## src/rtl/audio_pcm_streamer.sv

```systemverilog
// audio_pcm_streamer: CSR-fed stereo PCM source. Frames written through the
// DATA register are queued in a small FIFO and played out as 2-beat packets
// (left beat with SOP, right beat with EOP) towards the audio serializer.
// When zero-fill is enabled, an empty FIFO produces silent frames instead of
// starving the sink, and each such frame is counted as an underrun.

module audio_pcm_streamer #(
    parameter int SAMPLE_W   = 16,
    parameter int DEPTH_LOG2 = 4
) (
    input  logic                iCLK,
    input  logic                iRESETn,
    input  logic [2:0]          iCSR_ADDRESS,
    input  logic                iCSR_READ,
    output logic [31:0]         oCSR_READ_DATA,
    input  logic                iCSR_WRITE,
    input  logic [31:0]         iCSR_WRITE_DATA,
    output logic [SAMPLE_W-1:0] oST_DATA,
    output logic                oST_VALID,
    input  logic                iST_READY,
    output logic                oST_SOP,
    output logic                oST_EOP
);

    localparam int DEPTH   = 1 << DEPTH_LOG2;
    localparam int FRAME_W = 2 * SAMPLE_W;

    localparam logic [2:0] ADDR_CTRL   = 3'd0;
    localparam logic [2:0] ADDR_STATUS = 3'd1;
    localparam logic [2:0] ADDR_DATA   = 3'd2;
    localparam logic [2:0] ADDR_UNDCNT = 3'd3;
    localparam logic [2:0] ADDR_CLEAR  = 3'd4;

    localparam logic [DEPTH_LOG2:0] LEVEL_FULL = (DEPTH_LOG2+1)'(DEPTH);

    typedef enum logic [1:0] {
        ST_IDLE,
        ST_LEFT,
        ST_RIGHT
    } state_t;

    state_t                r_state;
    state_t                w_stateNext;

    logic [FRAME_W-1:0]    r_mem [DEPTH];
    logic [DEPTH_LOG2-1:0] r_wrPtr;
    logic [DEPTH_LOG2-1:0] r_rdPtr;
    logic [DEPTH_LOG2:0]   r_level;

    logic [SAMPLE_W-1:0]   r_holdL;
    logic [SAMPLE_W-1:0]   r_holdR;

    logic                  r_en;
    logic                  r_zfill;
    logic                  r_ovf;
    logic                  r_unf;
    logic [15:0]           r_underrunCnt;

    logic                  w_csrWrCtrl;
    logic                  w_flush;
    logic                  w_push;
    logic                  w_pushAccept;
    logic                  w_pushDrop;
    logic                  w_clearOvf;
    logic                  w_clearUnf;
    logic                  w_empty;
    logic                  w_full;
    logic                  w_frameAvail;
    logic                  w_zeroAvail;
    logic                  w_pop;
    logic                  w_loadZero;
    logic [31:0]           w_readData;

    // CSR write decode. A flush discards any push in the same cycle, and the
    // pop path is blocked while flushing so the FIFO really ends up empty.
    assign w_csrWrCtrl  = iCSR_WRITE && (iCSR_ADDRESS == ADDR_CTRL);
    assign w_flush      = w_csrWrCtrl && iCSR_WRITE_DATA[1];
    assign w_push       = iCSR_WRITE && (iCSR_ADDRESS == ADDR_DATA) && !w_flush;
    assign w_clearOvf   = iCSR_WRITE && (iCSR_ADDRESS == ADDR_CLEAR) && iCSR_WRITE_DATA[0];
    assign w_clearUnf   = iCSR_WRITE && (iCSR_ADDRESS == ADDR_CLEAR) && iCSR_WRITE_DATA[1];

    assign w_empty      = (r_level == '0);
    assign w_full       = (r_level == LEVEL_FULL);
    assign w_frameAvail = r_en && !w_empty && !w_flush;
    assign w_zeroAvail  = r_en && r_zfill && w_empty;

    // A full FIFO still accepts a push when a frame leaves in the same cycle.
    assign w_pushAccept = w_push && (!w_full || w_pop);
    assign w_pushDrop   = w_push && w_full && !w_pop;

    // Stream outputs decode straight from the state and holding register, so
    // they stay frozen for as long as the sink stalls.
    always_comb begin
        oST_VALID = (r_state != ST_IDLE);
        oST_SOP   = (r_state == ST_LEFT);
        oST_EOP   = (r_state == ST_RIGHT);
        oST_DATA  = '0;
        if (r_state == ST_LEFT) begin
            oST_DATA = r_holdL;
        end else if (r_state == ST_RIGHT) begin
            oST_DATA = r_holdR;
        end
    end

    // Next-state logic: a new frame (real or silent) is loaded from IDLE or at
    // the end of a right beat, which gives back-to-back packets with no bubble.
    always_comb begin
        w_stateNext = r_state;
        w_pop       = 1'b0;
        w_loadZero  = 1'b0;
        unique case (r_state)
            ST_IDLE: begin
                if (w_frameAvail) begin
                    w_pop       = 1'b1;
                    w_stateNext = ST_LEFT;
                end else if (w_zeroAvail) begin
                    w_loadZero  = 1'b1;
                    w_stateNext = ST_LEFT;
                end
            end
            ST_LEFT: begin
                if (iST_READY) begin
                    w_stateNext = ST_RIGHT;
                end
            end
            ST_RIGHT: begin
                if (iST_READY) begin
                    if (w_frameAvail) begin
                        w_pop       = 1'b1;
                        w_stateNext = ST_LEFT;
                    end else if (w_zeroAvail) begin
                        w_loadZero  = 1'b1;
                        w_stateNext = ST_LEFT;
                    end else begin
                        w_stateNext = ST_IDLE;
                    end
                end
            end
            default: begin
                w_stateNext = ST_IDLE;
            end
        endcase
    end

    // State register and L/R holding register for the packet in flight.
    always_ff @(posedge iCLK or negedge iRESETn) begin
        if (!iRESETn) begin
            r_state <= ST_IDLE;
            r_holdL <= '0;
            r_holdR <= '0;
        end else begin
            r_state <= w_stateNext;
            if (w_pop) begin
                r_holdL <= r_mem[r_rdPtr][SAMPLE_W-1:0];
                r_holdR <= r_mem[r_rdPtr][FRAME_W-1:SAMPLE_W];
            end else if (w_loadZero) begin
                r_holdL <= '0;
                r_holdR <= '0;
            end
        end
    end

    // FIFO storage; frames are stored as {R,L} exactly as written.
    always_ff @(posedge iCLK) begin
        if (w_pushAccept) begin
            r_mem[r_wrPtr] <= {iCSR_WRITE_DATA[16 +: SAMPLE_W], iCSR_WRITE_DATA[SAMPLE_W-1:0]};
        end
    end

    // FIFO pointers and level; pointers wrap naturally at the depth.
    always_ff @(posedge iCLK or negedge iRESETn) begin
        if (!iRESETn) begin
            r_wrPtr <= '0;
            r_rdPtr <= '0;
            r_level <= '0;
        end else if (w_flush) begin
            r_wrPtr <= '0;
            r_rdPtr <= '0;
            r_level <= '0;
        end else begin
            if (w_pushAccept) begin
                r_wrPtr <= r_wrPtr + 1'b1;
            end
            if (w_pop) begin
                r_rdPtr <= r_rdPtr + 1'b1;
            end
            if (w_pushAccept && !w_pop) begin
                r_level <= r_level + 1'b1;
            end else if (w_pop && !w_pushAccept) begin
                r_level <= r_level - 1'b1;
            end
        end
    end

    // Control bits; FLUSH is a pulse and never stored.
    always_ff @(posedge iCLK or negedge iRESETn) begin
        if (!iRESETn) begin
            r_en    <= 1'b0;
            r_zfill <= 1'b0;
        end else if (w_csrWrCtrl) begin
            r_en    <= iCSR_WRITE_DATA[0];
            r_zfill <= iCSR_WRITE_DATA[2];
        end
    end

    // Sticky flags and underrun counter; a new event beats a same-cycle clear.
    always_ff @(posedge iCLK or negedge iRESETn) begin
        if (!iRESETn) begin
            r_ovf         <= 1'b0;
            r_unf         <= 1'b0;
            r_underrunCnt <= '0;
        end else begin
            if (w_pushDrop) begin
                r_ovf <= 1'b1;
            end else if (w_clearOvf) begin
                r_ovf <= 1'b0;
            end
            if (w_loadZero) begin
                r_unf <= 1'b1;
                if (w_clearUnf) begin
                    r_underrunCnt <= 16'd1;
                end else if (r_underrunCnt != 16'hFFFF) begin
                    r_underrunCnt <= r_underrunCnt + 16'd1;
                end
            end else if (w_clearUnf) begin
                r_unf         <= 1'b0;
                r_underrunCnt <= '0;
            end
        end
    end

    // CSR read mux; write-only and unmapped addresses read as zero.
    always_comb begin
        w_readData = '0;
        unique case (iCSR_ADDRESS)
            ADDR_CTRL: begin
                w_readData[0] = r_en;
                w_readData[2] = r_zfill;
            end
            ADDR_STATUS: begin
                w_readData[DEPTH_LOG2:0] = r_level;
                w_readData[16]           = w_empty;
                w_readData[17]           = w_full;
                w_readData[18]           = r_ovf;
                w_readData[19]           = r_unf;
            end
            ADDR_UNDCNT: begin
                w_readData[15:0] = r_underrunCnt;
            end
            default: begin
                w_readData = '0;
            end
        endcase
    end

    // Registered read data, held until the next read strobe.
    always_ff @(posedge iCLK or negedge iRESETn) begin
        if (!iRESETn) begin
            oCSR_READ_DATA <= '0;
        end else if (iCSR_READ) begin
            oCSR_READ_DATA <= w_readData;
        end
    end

endmodule

```

## config.mk

```make
export PLATFORM = sky130hd
export DESIGN_NAME = audio_pcm_streamer
export DESIGN_NICKNAME = d
export VERILOG_FILES = /design/src/rtl/audio_pcm_streamer.sv
export SDC_FILE = /design/constraint.sdc
export NUM_CORES = 1
export LEC_CHECK = 0
export ABC_AREA = 1
export CAP_MARGIN = 25
export CORE_UTILIZATION = 50
export CTS_CLUSTER_DIAMETER = 120
export DETAILED_ROUTE_END_ITERATION = 6
export PLACE_DENSITY = 0.7
export SYNTH_ARGS = -nofsm -noshare
export SYNTH_HDL_FRONTEND = slang
export SYNTH_SLANG_ARGS = --single-unit
export TNS_END_PERCENT = 30
```

## constraint.sdc

```tcl
create_clock -name iCLK -period 3 [get_ports iCLK]
set_input_delay 0.9 -clock iCLK [delete_from_list [all_inputs] [get_ports iCLK]]
set_output_delay 0.9 -clock iCLK [all_outputs]
set_load 0.01 [all_outputs]
```

Word-level counts from Yosys, hierarchy flattened

Memory sizes are Yosys's and may differ from the RTL's.
Index checks and enable logic that the tools add are counted.

Bits in latches: 0
Flip-flop bits (word level): 87
Input bits: 40
Logic and storage cells: 106
Memories kept: 1
ROM bits: 0
RAM bits: 512
Output and inout bits: 51

Add/sub/neg operators: 5
Bitwise logic cells: 0
Eq/ne operators: 11
Div/mod/pow operators: 0
Reduce and logical (&&, ||, !) cells: 35
Multipliers: 0
Shifts and indexed selects: 0
Multiplexer cells: 42
Order comparisons: 0

Memories:

| name  | depth | width | read ports | clocked after Yosys merged registers in | write ports | RTL line | text |
|---|---|---|---|---|---|---|---|
| r_mem | 16    | 32    | 1          | 0                                       | 1           | 45       | `logic [FRAME_W-1:0] r_mem [DEPTH];` |

Operators with widths:

| cell                    | count |
|---|---|
| $mux W16                | 9 |
| $mux W4                 | 5 |
| $add A16 B1 Y16 const B | 1 |
| $logic_and A1 B1 Y1     | 16 |
| $ne A16 B16 Y1 const B  | 1 |
| $mux W5                 | 3 |
| $reduce_bool A2 Y1      | 7 |
| $mux W1                 | 13 |
| $mux W11                | 1 |
| $add A4 B1 Y4 const B   | 2 |
| $mux W2                 | 4 |
| $eq A3 B2 Y1 const B    | 2 |
| $pmux W1 S2             | 3 |
| $pmux W1 S3             | 2 |
| $pmux W2 S3             | 1 |
| $add A5 B1 Y5 const B   | 1 |
| $eq A5 B5 Y1 const B    | 1 |
| $logic_not A1 Y1        | 5 |
| $logic_not A5 Y1        | 1 |
| $sub A5 B1 Y5 const B   | 1 |
| $ne A2 B2 Y1 const B    | 2 |
| $pmux W2 S2             | 1 |
| $eq A3 B1 Y1 const B    | 1 |
| $eq A3 B3 Y1 const B    | 1 |
| 9 further kinds         | 9 |

Logic depth before layout (Yosys ltp)

Depth in word-level cells: 15
Depth in mapped cells: 15
Depth with buffers taken out: 15

Worst setup path before layout

No wires, ideal clock.

Path kind: input-to-reg
Start point: input port iCSR_ADDRESS[2]
End point: memory r_mem[0][0] (netlist name) (enable)
Cell stages on the path: 6
Path slack: -0.334 ns
Arrival time: 2.913 ns
Library setup time: 0.421 ns
Path buffers: 0
Cell sequence: inv_2 nand4_4 nand2_1 a21oi_4 nand2_1 nor2_1

Longest elaborated chain between the ends: 12

RTL lines:

| element                         | RTL line | text |
|---|---|---|
| start: declaration              | 13       | `input logic [2:0] iCSR_ADDRESS,` |
| $logic_not A3 Y1                | 76       | `assign w_csrWrCtrl = iCSR_WRITE && (iCSR_ADDRESS == ADDR_CTRL);` |
| $logic_and A1 B1 Y1             | 76       |  |
| $logic_and A1 B1 Y1             | 77       | `assign w_flush = w_csrWrCtrl && iCSR_WRITE_DATA[1];` |
| $logic_not A1 Y1                | 78, 84   |  |
| $logic_and A1 B1 Y1             | 84       | `assign w_frameAvail = r_en && !w_empty && !w_flush;` |
| $mux W1                         | 113, 128 |  |
| $mux W1                         | 127      | `if (iST_READY) begin` |
| $pmux W1 S2                     | 111      | `unique case (r_state)` |
| $logic_or A1 B1 Y1              | 88       | `assign w_pushAccept = w_push && (!w_full \|\| w_pop);` |
| $logic_and A1 B1 Y1 *           | 88       |  |
| $mux W1 *                       | 165      | `if (w_pushAccept) begin` |
| $mux W1 (not written as such) * | 166      | `r_mem[r_wrPtr] <= {iCSR_WRITE_DATA[16 +: SAMPLE_W], iCSR_WRITE_DATA[SAMPLE_W-1:0]};` |
| end: declaration                | 45       |  |

Mark *: on every way between the ends. The rest lies on a longest branch, timed or not.

Worst setup path after layout

Start point: register r_state[0]
End point: output port oST_DATA[11]

Longest elaborated chain between the ends: 3

RTL lines:

| element                  | RTL line | text |
|---|---|---|
| start: declaration       | 42       | `state_t r_state;` |
| start signal: assignment | 152      | `r_state <= w_stateNext;` |
| $eq A2 B2 Y1             | 100      | `end else if (r_state == ST_RIGHT) begin` |
| $mux W16                 | 100      |  |
| $mux W16 *               | 98       | `if (r_state == ST_LEFT) begin` |
| end: declaration         | 18       | `output logic [SAMPLE_W-1:0] oST_DATA,` |

Marks and branches as above.

==> reports/results.ini <==
[timing]
fin_ws_ns=0.0124
grt_setup_unrepaired=yes
tightest_slew_ns=0.796
setup_viol=0
finalCritPeriodShare_pct=99.6
fmax_ghz=0.335
period_needed_ns=2.99
max_slew_margin_pct=46.8
holdWs_ns=0.237
hold_viol=0
drv_slew=0
fin_worst_skew_ns=0.0184

[synth]
synth_edf_count=512
synth_compound_area_share_pct=1.90
synth_top_family_by_area=simple AND/OR/NAND/NOR gates
synth.distinct_cells=40
synth-simple-area-share_pct=22.8
syn_area_per_cell_um2=11.4
ys_ff_latch=599
yosys_warnings=0
postSynthCellCount=2165
ys_seq_area_share_pct=70.9
syn-cell-area_mm2=0.0247
synth_xor_area_share_pct=0.389
synthFlopType=edfxtp_1
synth_adder_area_share_pct=0.587
synth_async_sr_flop_share_pct=14.5
synthMuxAreaShare_pct=0.0455

[clock_network]
cts_tree=yes
cts.htree.levels=2
cts_hold_buf=0
cts_buffers=60
cts_buffer_depth=3
clkTransAtPathRegs_ns=0.06
clockRootBuffer=clkbuf_16
clock_latency_ns=0.63
cts_sinks=599

[run]
cap_violations=0

[layout]
mostFrequentLayoutCell=nand2_1
fillers=3805
seq_area_mm2=0.0176
final_cell_area_mm2=0.0295
final_cell_mix=nand2_1, edfxtp_1, nand3_1, dfrtp_1, buf_4
fin_nets=2345
final_util_pct=60.5
drive_gt1_share_pct=11.0
multi_input_area_mm2=0.00653
area_growth_pct=19.4

[detailed_routing]
via_per_inst=5.71
drt_wl_total_um=63400
wl_per_cell_um=21.1
vias=17200
firstDrtPassIters=6
drc=0
drt_iter0_drc=2048
postRouteAntennaNets=0

[die]
rows=81
ioPinCount=91
design.core.area_mm2=0.0488
start_util_pct=50.6
die_x_um=224
fp.dieH_um=224
die_area_mm2=0.0504

[power]
power.switching_w=0.00866
leakagePower_nw=11.2
peakVddDrop_uv=718
power.density_mw_per_mm2=877
pwr-share-clk_pct=33.0
swShare_pct=33.4
pwr-share-comb_pct=28.5
cell_internal_pwr_w=0.0172
seq_power_share_pct=38.5

[grt]
grt_pass1_wl_um=97100
grt_antenna_before_repair=1
grt_pass1_vias=16500
grt_overflow=0
grtUsageTotal_pct=25.5
grt_max_degree=116

[place]
place_ws_ns=-0.0379
gp_congestion=0.887
port-buffer-count=78
hpwl_um=38700
place_area_mm2=0.0271

[worst_setup_path]
crit_path_max_fanout=10
startpoint_type=register
worstSetupPathType=register to output pin
crit_arrival_ns=2.09
endpoint_kind=output pin
critPathRequiredTime_ns=2.10

[min_path]
hp-class=input port to asynchronous set/reset pin

[status]
status=finished clean

[timing repair]
item,4_1_cts,5_1_grt
endpoints found under the setup margin,17,7
pin swaps,2,0
gates resized for setup,14,12
setup buffers,0,10
[worst max-delay path: stages (launching register included)]
cell,delay [ns]
dfrtp_1,0.40
inv_2,0.06
nor2_1,0.14
buf_6,0.20
buf_6,0.16
buf_4,0.11
a22o_1,0.13
dlygate4sd2_1,0.27
[kinds of logic after synthesis]
family | after synthesis
adders and majority gates | 11
other | 1
AOI/OAI and AO/OA | 68
and+or+nand+nor | 1291
DFF | 599
buffers and inverters | 183
xor gates and xnor gates | 11
muxes | 1
[path summary, 6_finish.rpt]
kind                       startpoint           endpoint  slack (ns)  cells after the start
max                        r_state[0]       oST_DATA[11]        0.01                      7
min                           iRESETn         r_holdR[1]        0.24                      1
max reg2reg                r_rdPtr[1]         r_holdR[9]        0.74                      6
min reg2reg                r_holdR[9]         r_holdR[9]        0.47                      2
max in group asynchronous     iRESETn  oCSR_READ_DATA[8]        2.05                      2
min in group iCLK          r_holdR[9]         r_holdR[9]        0.47                      2
[registers in the layout (all words and copies together) (netlist names)]
name,cells
r_mem,512
oCSR_READ_DATA,20
r_holdL,16
r_holdR,16
r_underrunCnt,16
r_level,5
r_rdPtr,4
r_wrPtr,4
r_state,2
r_en,1
r_ovf,1
r_unf,1
r_zfill,1
[per-stage QoR]
step | std cells | total power, W | TNS, ns
global placement | 2886 | 0.0172 | -0.665
detailed placement | 2886 | 0.0173 | -1.32
global route | 3010 | 0.0271 | -0.213
floorplan | 2176 | 0.0145 | -167.85
CTS | 3000 | 0.0258 | -0.676
finish | 3011 | 0.0259 | 0
[routing by layer]
layer,wire (um),share of wire (%),vias up,GRT usage (%)
met4,1580,2.5,0,7.86
met5,0,0,-,0
met2,29600,47,842,39.8
met1,26300,42,8386,36.7
li1,-,-,7845,-
met3,5890,9.3,116,4.52
[power groups by stage]
stage	Combinational [W]	Clock (W)	Sequential [W]
2_1_floorplan	0.00466	0	0.00983
3_3_place_gp	0.00712	0	0.0101
3_5_place_dp	0.00722	0	0.0101
4_1_cts	0.00725	0.00863	0.00996
5_1_grt	0.00810	0.00895	0.0100
6_report	0.00738	0.00854	0.00998
[cell type report]
type / instances / area share (%)
antenna: 1 / 0.00847
clock buffer: 76 / 5.60
tap: 664 / 2.81
timing repair buffer: 188 / 7.21
sequential: 599 / 59.4
inverter: 51 / 0.673
clock inverter: 38 / 2.17
multi-input combinational: 1394 / 22.1
[cells in the mapped netlist (2+ instances only)]
master	count	area [um^2]
clkbuf_1	30	113
dfrtp_1	87	2180
nand3_1	497	2490
o21ai_0	29	145
nand4_1	23	144
xor2_1	8	70.1
nor2_1	61	229
ha_1	10	125
nand2_2	3	18.8
a21oi_1	3	15.0
o21ai_1	3	15.0
o211ai_1	4	30.0
buf_4	16	120
inv_2	6	22.5
nand2_1	695	2610
nand3_4	2	35.0
a21oi_4	2	32.5
edfxtp_1	512	15400
buf_1	22	82.6
buf_2	63	315
inv_1	44	165
nor2_4	3	33.8
o31ai_1	4	30.0
a22o_1	16	140
xnor2_1	3	26.3
o221ai_1	5	43.8
Note: power is estimated with default switching activity, not from simulation.
